`src/rtl/fsm_params.sv`:
```
// rtl/fsm_params.sv - shared state codes, threshold limits and error_src bit order for fsm_controller
package fsm_params;

    typedef enum logic [2:0] {
        ST_RESET  = 3'd0,
        ST_INIT   = 3'd1,
        ST_IDLE   = 3'd2,
        ST_ACTIVE = 3'd3,
        ST_ERROR  = 3'd4
    } state_e;

    localparam logic [3:0] UMBRAL_MIN         = 4'd1;
    localparam logic [3:0] UMBRAL_MAX_DEFAULT = 4'd7;

    localparam int SRC_VC0 = 0;
    localparam int SRC_VC1 = 1;
    localparam int SRC_D0  = 2;
    localparam int SRC_D1  = 3;

    function automatic logic [3:0] pack_flags(input logic d1, input logic d0,
                                              input logic vc1, input logic vc0);
        logic [3:0] v;
        v          = '0;
        v[SRC_D1]  = d1;
        v[SRC_D0]  = d0;
        v[SRC_VC1] = vc1;
        v[SRC_VC0] = vc0;
        return v;
    endfunction

endpackage

```
`src/rtl/umbral_clamp.sv`:
```
// rtl/umbral_clamp.sv - combinational 4-bit FIFO threshold clamp into [UMBRAL_MIN, MAX]
module umbral_clamp
    import fsm_params::*;
#(
    parameter logic [3:0] MAX = UMBRAL_MAX_DEFAULT
) (
    input  logic [3:0] raw_i,
    output logic [3:0] clamped_o
);

    always_comb begin
        clamped_o = raw_i;
        if (raw_i == 4'd0) begin
            clamped_o = UMBRAL_MIN;
        end else if (raw_i > MAX) begin
            clamped_o = MAX;
        end
    end

endmodule

```
`src/rtl/fsm_controller.sv`:
```
// rtl/fsm_controller.sv - FIFO threshold/state controller FSM; IDLE_FILTER_EN adds the ACTIVE->IDLE debounce
module fsm_controller
    import fsm_params::*;
#(
    parameter logic [3:0] UMBRAL_MAX  = UMBRAL_MAX_DEFAULT,
    parameter int         IDLE_CYCLES = 4
) (
    input  logic       clk,
    input  logic       reset_L,
    input  logic       init,
    input  logic [3:0] Umbral_VC0,
    input  logic [3:0] Umbral_VC1,
    input  logic [3:0] Umbral_D0,
    input  logic [3:0] Umbral_D1,
    input  logic       empty_fifo_VC0,
    input  logic       empty_fifo_VC1,
    input  logic       empty_fifo_D0,
    input  logic       empty_fifo_D1,
    input  logic       error_VC0,
    input  logic       error_VC1,
    input  logic       error_D0,
    input  logic       error_D1,
    output logic [2:0] state,
    output logic       idle_out,
    output logic       active_out,
    output logic       error_out,
    output logic [3:0] error_src,
    output logic [3:0] Umbral_VC0_out,
    output logic [3:0] Umbral_VC1_out,
    output logic [3:0] Umbral_D0_out,
    output logic [3:0] Umbral_D1_out
);

    if (IDLE_CYCLES < 1) begin : g_bad_idle_cycles
        $error("IDLE_CYCLES must be at least 1");
    end

    state_e          state_q, state_d;
    logic            idle_q, active_q, error_q;
    logic [3:0]      err_src_q, err_src_d;
    logic [3:0][3:0] umb_raw, umb_clamped, umb_q, umb_d;
    logic [3:0]      err_vec;
    logic            all_empty;

    assign err_vec   = pack_flags(error_D1, error_D0, error_VC1, error_VC0);
    assign all_empty = empty_fifo_VC0 & empty_fifo_VC1 & empty_fifo_D0 & empty_fifo_D1;

    assign umb_raw[SRC_VC0] = Umbral_VC0;
    assign umb_raw[SRC_VC1] = Umbral_VC1;
    assign umb_raw[SRC_D0]  = Umbral_D0;
    assign umb_raw[SRC_D1]  = Umbral_D1;

    for (genvar g = 0; g < 4; g++) begin : g_clamp
        umbral_clamp #(.MAX(UMBRAL_MAX)) u_clamp (
            .raw_i     (umb_raw[g]),
            .clamped_o (umb_clamped[g])
        );
    end

`ifdef IDLE_FILTER_EN
    localparam int               CNT_W    = $clog2(IDLE_CYCLES + 1);
    localparam logic [CNT_W-1:0] CNT_LAST = CNT_W'(IDLE_CYCLES - 1);
    logic [CNT_W-1:0] cnt_q, cnt_d;
`endif

    always_comb begin
        state_d   = state_q;
        err_src_d = err_src_q;
        umb_d     = umb_q;
`ifdef IDLE_FILTER_EN
        cnt_d     = '0;
`endif
        if (state_q == ST_INIT) begin
            umb_d = umb_clamped;
        end
        case (state_q)
            ST_ERROR: state_d = ST_ERROR;
            ST_RESET, ST_INIT, ST_IDLE, ST_ACTIVE: begin
                if (|err_vec) begin
                    state_d   = ST_ERROR;
                    err_src_d = err_vec;
                end else if (init) begin
                    state_d = ST_INIT;
                end else begin
                    case (state_q)
                        ST_RESET: state_d = ST_INIT;
                        ST_INIT:  state_d = ST_IDLE;
                        ST_IDLE:  if (!all_empty) state_d = ST_ACTIVE;
                        ST_ACTIVE: begin
`ifdef IDLE_FILTER_EN
                            // cnt_q counts all-empty cycles already seen; this one completes the run
                            if (all_empty) begin
                                if (cnt_q >= CNT_LAST) state_d = ST_IDLE;
                                else                   cnt_d   = cnt_q + CNT_W'(1);
                            end
`else
                            if (all_empty) state_d = ST_IDLE;
`endif
                        end
                        default: state_d = state_q;
                    endcase
                end
            end
            default: state_d = ST_RESET;
        endcase
    end

    always_ff @(posedge clk or negedge reset_L) begin
        if (!reset_L) begin
            state_q   <= ST_RESET;
            idle_q    <= 1'b0;
            active_q  <= 1'b0;
            error_q   <= 1'b0;
            err_src_q <= '0;
            umb_q     <= {4{UMBRAL_MIN}};
`ifdef IDLE_FILTER_EN
            cnt_q     <= '0;
`endif
        end else begin
            state_q   <= state_d;
            idle_q    <= (state_d == ST_IDLE);
            active_q  <= (state_d == ST_ACTIVE);
            error_q   <= (state_d == ST_ERROR);
            err_src_q <= err_src_d;
            umb_q     <= umb_d;
`ifdef IDLE_FILTER_EN
            cnt_q     <= cnt_d;
`endif
        end
    end

    assign state          = state_q;
    assign idle_out       = idle_q;
    assign active_out     = active_q;
    assign error_out      = error_q;
    assign error_src      = err_src_q;
    assign Umbral_VC0_out = umb_q[SRC_VC0];
    assign Umbral_VC1_out = umb_q[SRC_VC1];
    assign Umbral_D0_out  = umb_q[SRC_D0];
    assign Umbral_D1_out  = umb_q[SRC_D1];

endmodule

```
`config.mk`:
```
export PLATFORM = sky130hd
export DESIGN_NAME = fsm_controller
export DESIGN_NICKNAME = d
export VERILOG_FILES = /design/src/rtl/fsm_params.sv /design/src/rtl/umbral_clamp.sv /design/src/rtl/fsm_controller.sv
export SDC_FILE = /design/constraint.sdc
export NUM_CORES = 1
export LEC_CHECK = 0
export ABC_CLOCK_PERIOD_IN_PS = 3650
export BUFFER_PORTS_ARGS = -buffer_cell sky130_fd_sc_hd__buf_2
export CAP_MARGIN = 15
export CORE_MARGIN = 1.5
export CORE_UTILIZATION = 48
export CTS_CLUSTER_SIZE = 24
export DETAILED_ROUTE_END_ITERATION = 10
export HOLD_SLACK_MARGIN = 0.05
export PLACE_DENSITY = 0.83
export SLEW_MARGIN = 10
export SYNTH_ARGS = -nofsm -noshare
export SYNTH_HDL_FRONTEND = slang
export SYNTH_SLANG_ARGS = --single-unit
```
`constraint.sdc`:
```
create_clock -name clk -period 3.65 [get_ports clk]
set_input_delay 0.365 -clock clk [delete_from_list [all_inputs] [get_ports clk]]
set_output_delay 0.365 -clock clk [all_outputs]
set_load 0.005 [all_outputs]
```
Yosys cells after proc, flatten, opt, wreduce, memory -nomap -nowiden
Cells that the tools add are included.
{ "op_classes": {"magnitude_cmp": 4, "n_eq_ne": 7, "muxes": 14, "bitwise_logic": 3, "n_reduce_logical": 8} }
{ "ops": {"columns": ["operator", "count"], "rows": [
  ["2-to-1 mux 4 bit", 8],
  ["greater-than comparator 4 x 3 -> 1 bit, second input constant", 4],
  ["zero test 4 bit", 4],
  ["== test 3 x 2 -> 1 bit, second input constant", 4],
  ["2-to-1 mux 3 bit", 4],
  ["one-hot mux 3 bit (4 select lines)", 1],
  ["OR reduction 4 bit", 2],
  ["== test 3 bit, second input constant", 2],
  ["one-hot mux 3 bit (2 select lines)", 1],
  ["bitwise AND 1 bit", 3],
  ["== test 3 x 1 -> 1 bit, second input constant", 1],
  ["zero test 3 bit", 1],
  ["AND reduction 2 bit", 1]
]} }
{ "word_totals": {"register_bits": 26, "inputBits": 27, "out_inout_bits": 26} }

Longest topological paths before layout
Gate-level depths: netlist (run 1).
{ "depth": {"word_depth": 9, "mapped_depth": 4, "mapped_depth_nobuf": 3} }

By module
From an unflattened synthesis (run 1), not the netlist that was laid out.
{ "hier_totals": {"hier_cells": 98, "area_unflattened_um2": 1142.3} }
{ "by_module_without_submodules": {"columns": ["mod", "n_inst", "cells_each", "area_each_um2", "seq_area_each_um2"], "rows": [
  ["fsm_controller", 1, 74, 1012.2, 655.6],
  ["umbral_clamp", 4, 6, 32.5, 0.0]
]} }

Worst setup path after synthesis (run 1)
Ideal clock, no wire load.
{ "synth_path": {"path_type": "register to register", "startpoint": "register state_q[1], in the netlist state[1]", "endpoint": "register umb_q, in the netlist Umbral_D1_out[2]", "arrival_time_ns": 1.092, "required_ns": 3.527, "setup_slack_ns": 2.435, "path_stages_with_launch": 4, "path_buffers": 1, "period_less_slack_ns": 1.215, "path_cell_list": "dfrtp_1 -> nor3b_4 -> clkbuf_8 -> a21oi_1"} }
{ "synth_between": {"elab_chain_len": 1} }
{ "synth_rtl": {"columns": ["item", "line", "source"], "rows": [
  ["start: declaration", "fsm_controller.sv:38", "state_e state_q, state_d;"],
  ["start signal: assignment", "fsm_controller.sv:120", "state_q <= state_d;"],
  ["== test 3 x 1 -> 1 bit", "fsm_controller.sv:73", "if (state_q == ST_INIT) begin"],
  ["end signal: assignment", "fsm_controller.sv:115", "umb_q <= {4{UMBRAL_MIN}};"],
  ["end signal: assignment", "fsm_controller.sv:125", "umb_q <= umb_d;"],
  ["end: declaration", "fsm_controller.sv:41", "logic [3:0][3:0] umb_raw, umb_clamped, umb_q, umb_d;"]
]} }
No other way between the ends.
A chain may end at the register's enable or synchronous reset.

Final worst setup path (run 1)
{ "layout_path": {"startpoint": "register state_q[2], in the netlist state[2]", "endpoint": "register umb_q, in the netlist Umbral_VC0_out[3]"} }
The elaborated chain is that of the path after synthesis.

==> results of run 1 <==
[how the worst max path moves through the flow]
stage | from | endpoint | slack (ps) | cells past startpoint
floorplan | state[1] | Umbral_D1_out[2] | 2440 | 3
global placement | state[2] | Umbral_D0_out[3] | 1890 | 2
detailed placement | state[2] | Umbral_VC0_out[3] | 1790 | 2
CTS | state[2] | Umbral_VC0_out[3] | 1770 | 2
global route | state[2] | Umbral_VC1_out[3] | 1630 | 2
finish | state[2] | Umbral_VC0_out[3] | 1780 | 2
[per-stage QoR]
step / area [µm²] / worst slack [ps] / utilization (%) / hold slack [ps]
after floorplan: 1081 / 2435 / - / 69.41
after global placement: 1346 / 1891 / 65.93 / 380.5
after detailed placement: 1346 / 1791 / 65.93 / 387.6
after CTS: 1409 / 1770 / 69.00 / 290.8
after global routing: 1409 / 1629 / 69.00 / 303.5
final: 1409 / 1775 / 69.00 / 297.9
[power groups by stage]
stage | registers (mW) | clock network, mW | logic, mW
after CTS | 0.297 | 0.199 | 0.0449
after floorplan | 0.303 | 0 | 0.0117
after global placement | 0.302 | 0 | 0.0410
after global routing | 0.298 | 0.208 | 0.0507
final | 0.297 | 0.197 | 0.0442
after detailed placement | 0.302 | 0 | 0.0443
[placed cells by master (no fill, tap or decap), types with 2 or more instances in the layout]
cell | netlist | final
a21oi_1 | 6 | 6
and2_1 | 2 | 2
a21oi_2 | 8 | 8
inv_1 | 5 | 5
nor2_1 | 26 | 26
and2b_2 | 4 | 4
buf_2 | 0 | 52
clkbuf_4 | 0 | 3
nand2_1 | 2 | 2
nor3_1 | 8 | 8
dfrtp_1 | 22 | 22
o21ai_0 | 9 | 9
dfstp_2 | 4 | 4
[final cells by class]
cell class                 instances  share of cell area, %
clock buffer                       3                  1.599
clock inverter                     1                  2.131
inverter                           5                  1.332
multi-input combinational         69                  26.82
sequential                        26                  46.54
tap                               27                  2.398
timing repair buffer              53                  19.18
[routing by layer]
layer  global-route usage [%]  vias to the layer above  wire length, µm
li1                         -                      452                -
met1                    22.60                      423              869
met2                    42.32                       36             1299
met3                    2.976                        5              129
met4                    9.459                        0               48
met5                        0                        -                0
[logic make-up (layout without fill, tap and decap cells)]
group / Yosys count / after routing / share of synthesized area (%)
simple gates: 45 / 45 / 20.60
compound gates: 24 / 24 / 14.35
buf+inv: 8 / 62 / 4.398
flops: 26 / 26 / 60.65
[sequential cells by signal (all words and copies together), names as in the netlist]
name            cells
active_out          1
error_src           4
error_out           1
Umbral_D0_out       4
idle_out            1
state               3
Umbral_D1_out       4
Umbral_VC1_out      4
Umbral_VC0_out      4
[repair_timing]
| action | 4_1_cts | 5_1_grt |
|---|---|---|
| hold buffers | 1 | 0 |
| gates resized for setup | 0 | 0 |
| endpoints found under the hold margin | 22 | 0 |
[tightest hold or removal path, delay by kind of cell]
kind                   cells  cell delay [ps]
AOI/OAI and AO/OA          1               60
buffers and inverters      2              170
==> flow_summary.json, run 1 <==
{
  "grt_pass1_wl_um": 4022,
  "p_leak_nw": 0.6733,
  "seq_power_share_pct": 55.2,
  "synth_area_leader_cell": "dfrtp_1",
  "holdPathEnd": "error_src[2]",
  "fin_cells": 184,
  "clkPwrFrac_pct": 36.6,
  "p_sw_uw": 112.3,
  "whs_path_depth": 3,
  "cts_num_sinks": 26,
  "ant_nets": 0,
  "endpoint_kind": "flip-flop",
  "syn_area_um2": 1081,
  "status": "finished, final reports clean",
  "hpwl_um": 1840,
  "slowest_delay_ps": 940,
  "cts_tree": "done",
  "cp.required_ps": 3890,
  "die_height_um": 50.46,
  "vias": 916,
  "rsz0062_at_grt": "no",
  "syn_avg_cell_area_um2": 10.50,
  "synth-main-ff-cell": "dfrtp_1",
  "min_from": "error_D0",
  "fin_crit_sh_pct": 51.37,
  "setup_viol": 0,
  "grt_antenna_before_repair": 0,
  "ys_ff_latch": 26,
  "clock_path_buffers": 2,
  "worstMarginPinSlew_ps": 1098,
  "crit_fanout": 28,
  "overflow": 0,
  "r2r_cells": 2,
  "worst_path_max_delay_cell": "nor3b_4",
  "yosysWarnings": 0,
  "wl_per_cell_um": 12.75,
  "reg2reg_from": "state[2]",
  "slew_violations": 0,
  "reg2reg_slack_ps": 1780,
  "drive_above_1_share_pct": 47.13,
  "cts.clk_slew.worst_paths_ps": 140,
  "drc": 0,
  "core_um2": 2042,
  "die_w_um": 50.46,
  "drtIter0Drc": 16,
  "die_area_um2": 2546,
  "rows": 16,
  "antennaDiodeCount": 0,
  "syn2layout_area_growth_pct": 30.32,
  "place_inst": 179,
  "fmax_ghz": 0.5334,
  "cp-start-kind": "flip-flop",
  "htree_levels": 1,
  "path_buf_inv": 0,
  "ios": 53,
  "viasPerCell": 4.978,
  "swShare_pct": 20.87,
  "first_pass_iters": 4,
  "tns_ps": 0,
  "p_int_uw": 425.6,
  "synth_area_leaders": "dfrtp_1 51%, dfstp_2 9.7%, nor2_1 9.0%, a21oi_2 6.5%, o21ai_0 4.2%",
  "timing_worst_setup_path_type": "flip-flop to flip-flop",
  "post_cts_buffers": 0,
  "async_flop_share_pct": 100.0,
  "clk_latency_ps": 330,
  "yosysSeqAreaShare_pct": 60.65,
  "finalHoldViolCount": 0,
  "netlist_top_cells_count": "26 x nor2_1, 22 x dfrtp_1, 9 x o21ai_0",
  "cts_buffers": 3,
  "postSynthCellCount": 103,
  "netlist.area_leader.share_pct": 50.93,
  "path_delay_family": "simple AND/OR/NAND/NOR gates",
  "r2r-end": "Umbral_VC0_out[3]",
  "arrival_ps": 2110,
  "grt_max_degree": 29,
  "multi_input_area_um2": 377.9,
  "path_cells": "nor3b_4 -> and2b_2",
  "p_comb_share_pct": 8.2,
  "irDropWorstVdd_mv": 0.2840,
  "hold_class": "input pin to flip-flop",
  "power_density_nw_per_um2": 381.8,
  "grt_pass1_vias": 937,
  "finalCriticalPeriod_ps": 1875,
  "relSlewSlack_pct": 26.75,
  "total_power_uw": 537.9,
  "root_buffer": "clkbuf_4",
  "cap_viol_max_count": 0,
  "finClkSkew_ps": 7.317,
  "wirelength_um": 2346,
  "start_util_pct": 52.94,
  "synth-edff-count": 0,
  "fin_nets": 185,
  "synth_cell_types": 18,
  "synth.most_common_cell": "nor2_1",
  "syn-num-nets": 130,
  "fillCellCount": 175,
  "gp_congestion": 0.7093,
  "portBuffers": 52,
  "register_area_um2": 655.6,
  "grtUsageTotal_pct": 21.66
}
No activity file was read; power rests on OpenSTA's default activity.
==> run 2: changes to the inputs <==
--- a/config.mk
+++ b/config.mk
@@ -5,15 +5,15 @@
 export SDC_FILE = /design/constraint.sdc
 export NUM_CORES = 1
 export LEC_CHECK = 0
-export ABC_CLOCK_PERIOD_IN_PS = 3650
+export ABC_CLOCK_PERIOD_IN_PS = 1600
 export BUFFER_PORTS_ARGS = -buffer_cell sky130_fd_sc_hd__buf_2
 export CAP_MARGIN = 15
 export CORE_MARGIN = 1.5
-export CORE_UTILIZATION = 48
+export CORE_UTILIZATION = 40
 export CTS_CLUSTER_SIZE = 24
 export DETAILED_ROUTE_END_ITERATION = 10
 export HOLD_SLACK_MARGIN = 0.05
-export PLACE_DENSITY = 0.83
+export PLACE_DENSITY = 0.74
 export SLEW_MARGIN = 10
 export SYNTH_ARGS = -nofsm -noshare
 export SYNTH_HDL_FRONTEND = slang
==> constraint.sdc (replaced) <==
create_clock -name clk -period 1.6 [get_ports clk]
set_input_delay 0.16 -clock clk [delete_from_list [all_inputs] [get_ports clk]]
set_output_delay 0.16 -clock clk [all_outputs]
set_load 0.005 [all_outputs]
==> flow_summary.json, run 2 (synthesized netlist as in run 1, its figures left out) <==
{
  "min_from": "error_VC1",
  "cts.clk_slew.worst_paths_ps": 150,
  "clk_latency_ps": 330,
  "viasPerCell": 4.920,
  "clock_path_buffers": 2,
  "die_height_um": 54.99,
  "reg2reg_from": "state[2]",
  "rsz0062_at_grt": "no",
  "finalHoldViolCount": 0,
  "startpoint": "state[2]",
  "cts_buffers": 3,
  "drtIter0Drc": 6,
  "mostFrequentLayoutCell": "buf_2",
  "fin_hold_ws_ps": 93.46,
  "irDropWorstVdd_mv": 0.7866,
  "hpwl_um": 1632,
  "arrival_ps": 1530,
  "fin_crit_sh_pct": 81.59,
  "crit_fanout": 28,
  "p_leak_nw": 0.6815,
  "gp_congestion": 0.7218,
  "htree_levels": 1,
  "overflow": 0,
  "grt_pass1_wl_um": 3367,
  "grtUsageTotal_pct": 15.77,
  "ant_nets": 0,
  "timing_worst_setup_path_type": "flip-flop to flip-flop",
  "power_density_nw_per_um2": 857.2,
  "tns_ps": 0,
  "cp.required_ps": 1820,
  "first_pass_iters": 4,
  "drc": 0,
  "finalCriticalPeriod_ps": 1306,
  "die_area_um2": 3023,
  "core_um2": 2522,
  "root_buffer": "clkbuf_4",
  "worstMarginPinSlew_ps": 567.1,
  "drive_above_1_share_pct": 47.47,
  "syn2layout_area_growth_pct": 32.52,
  "wirelength_um": 2194,
  "cts_num_sinks": 26,
  "register_area_um2": 655.6,
  "cts_tree": "done",
  "die_w_um": 54.99,
  "wl_per_cell_um": 11.67,
  "fin_nets": 186,
  "layout_common_cells": "52 x buf_2, 26 x nor2_1, 22 x dfrtp_1, 9 x o21ai_0",
  "grt_max_degree": 29,
  "vias": 925,
  "grt_pass1_vias": 830,
  "multi_input_area_um2": 377.9,
  "setup_viol": 0,
  "fmax_ghz": 0.7660,
  "antennaDiodeCount": 0,
  "slew_violations": 0,
  "final_util_pct": 56.80,
  "portBuffers": 52,
  "start_util_pct": 42.86,
  "ios": 53,
  "place_inst": 183,
  "fin_cells": 188,
  "endpoint_kind": "flip-flop",
  "rows": 18,
  "cp-start-kind": "flip-flop",
  "grt_antenna_before_repair": 0,
  "status": "finished, final reports clean",
  "fillCellCount": 242,
  "hold_class": "input pin to flip-flop",
  "finClkSkew_ps": 13.74,
  "cap_viol_max_count": 0,
  "total_power_mw": 1.228,
  "relSlewSlack_pct": 62.19
}
run 2: worst max-delay path, stage by stage (launching register included):
cell	delay, ps
dfrtp_1	520
nor3b_4	250
buf_12	200
and2b_2	230
run 2: power breakdown:
part	total (mW)	internal (mW)	switching [mW]
registers	0.678	0.671	0.00655
logic	0.0994	0.0460	0.0535
clock network	0.451	0.254	0.197
total	1.23	0.971	0.257
run 2: worst paths after layout:
| kind | to | slack, ps | depth (start not counted) |
|---|---|---|---|
| max reg2reg | Umbral_D1_out[3] | 290 | 3 |
| min | error_src[1] | 90 | 3 |
| max in group asynchronous | state[2] | 870 | 2 |
| min in group asynchronous | Umbral_D1_out[1] | 340 | 2 |
| max | Umbral_D1_out[3] | 290 | 3 |
| min reg2reg | Umbral_D0_out[0] | 520 | 2 |
run 2: cell type report:
cell class                 instances  area share [%]
multi-input combinational         69           26.38
inverter                           5           1.310
sequential                        26           45.76
tap                               30           2.620
clock buffer                       3           1.572
clock inverter                     1           2.096
timing repair buffer              54           20.26
run 2: stage by stage:
stage	area (µm²)	setup WS (ps)
after floorplan	1081	385.2
after global routing	1433	227.0
after detailed placement	1370	322.5
after CTS	1433	299.4
final	1433	294.5
after global placement	1370	354.9
run 2: what timing repair did:
item / CTS / global route
hold endpoints to repair: 22 / 0
hold buffers: 1 / 0
buffers inserted: 0 / 0
gates resized for setup: 0 / 0
run 2: routing by layer:
layer  up-vias  share of wire [%]  track usage [%]
met2        44                 45            26.19
met3         5                9.3            5.914
met5         -                  0                0
met1       426                 45            18.99
li1        450                  -                -
met4         0                1.2            4.878
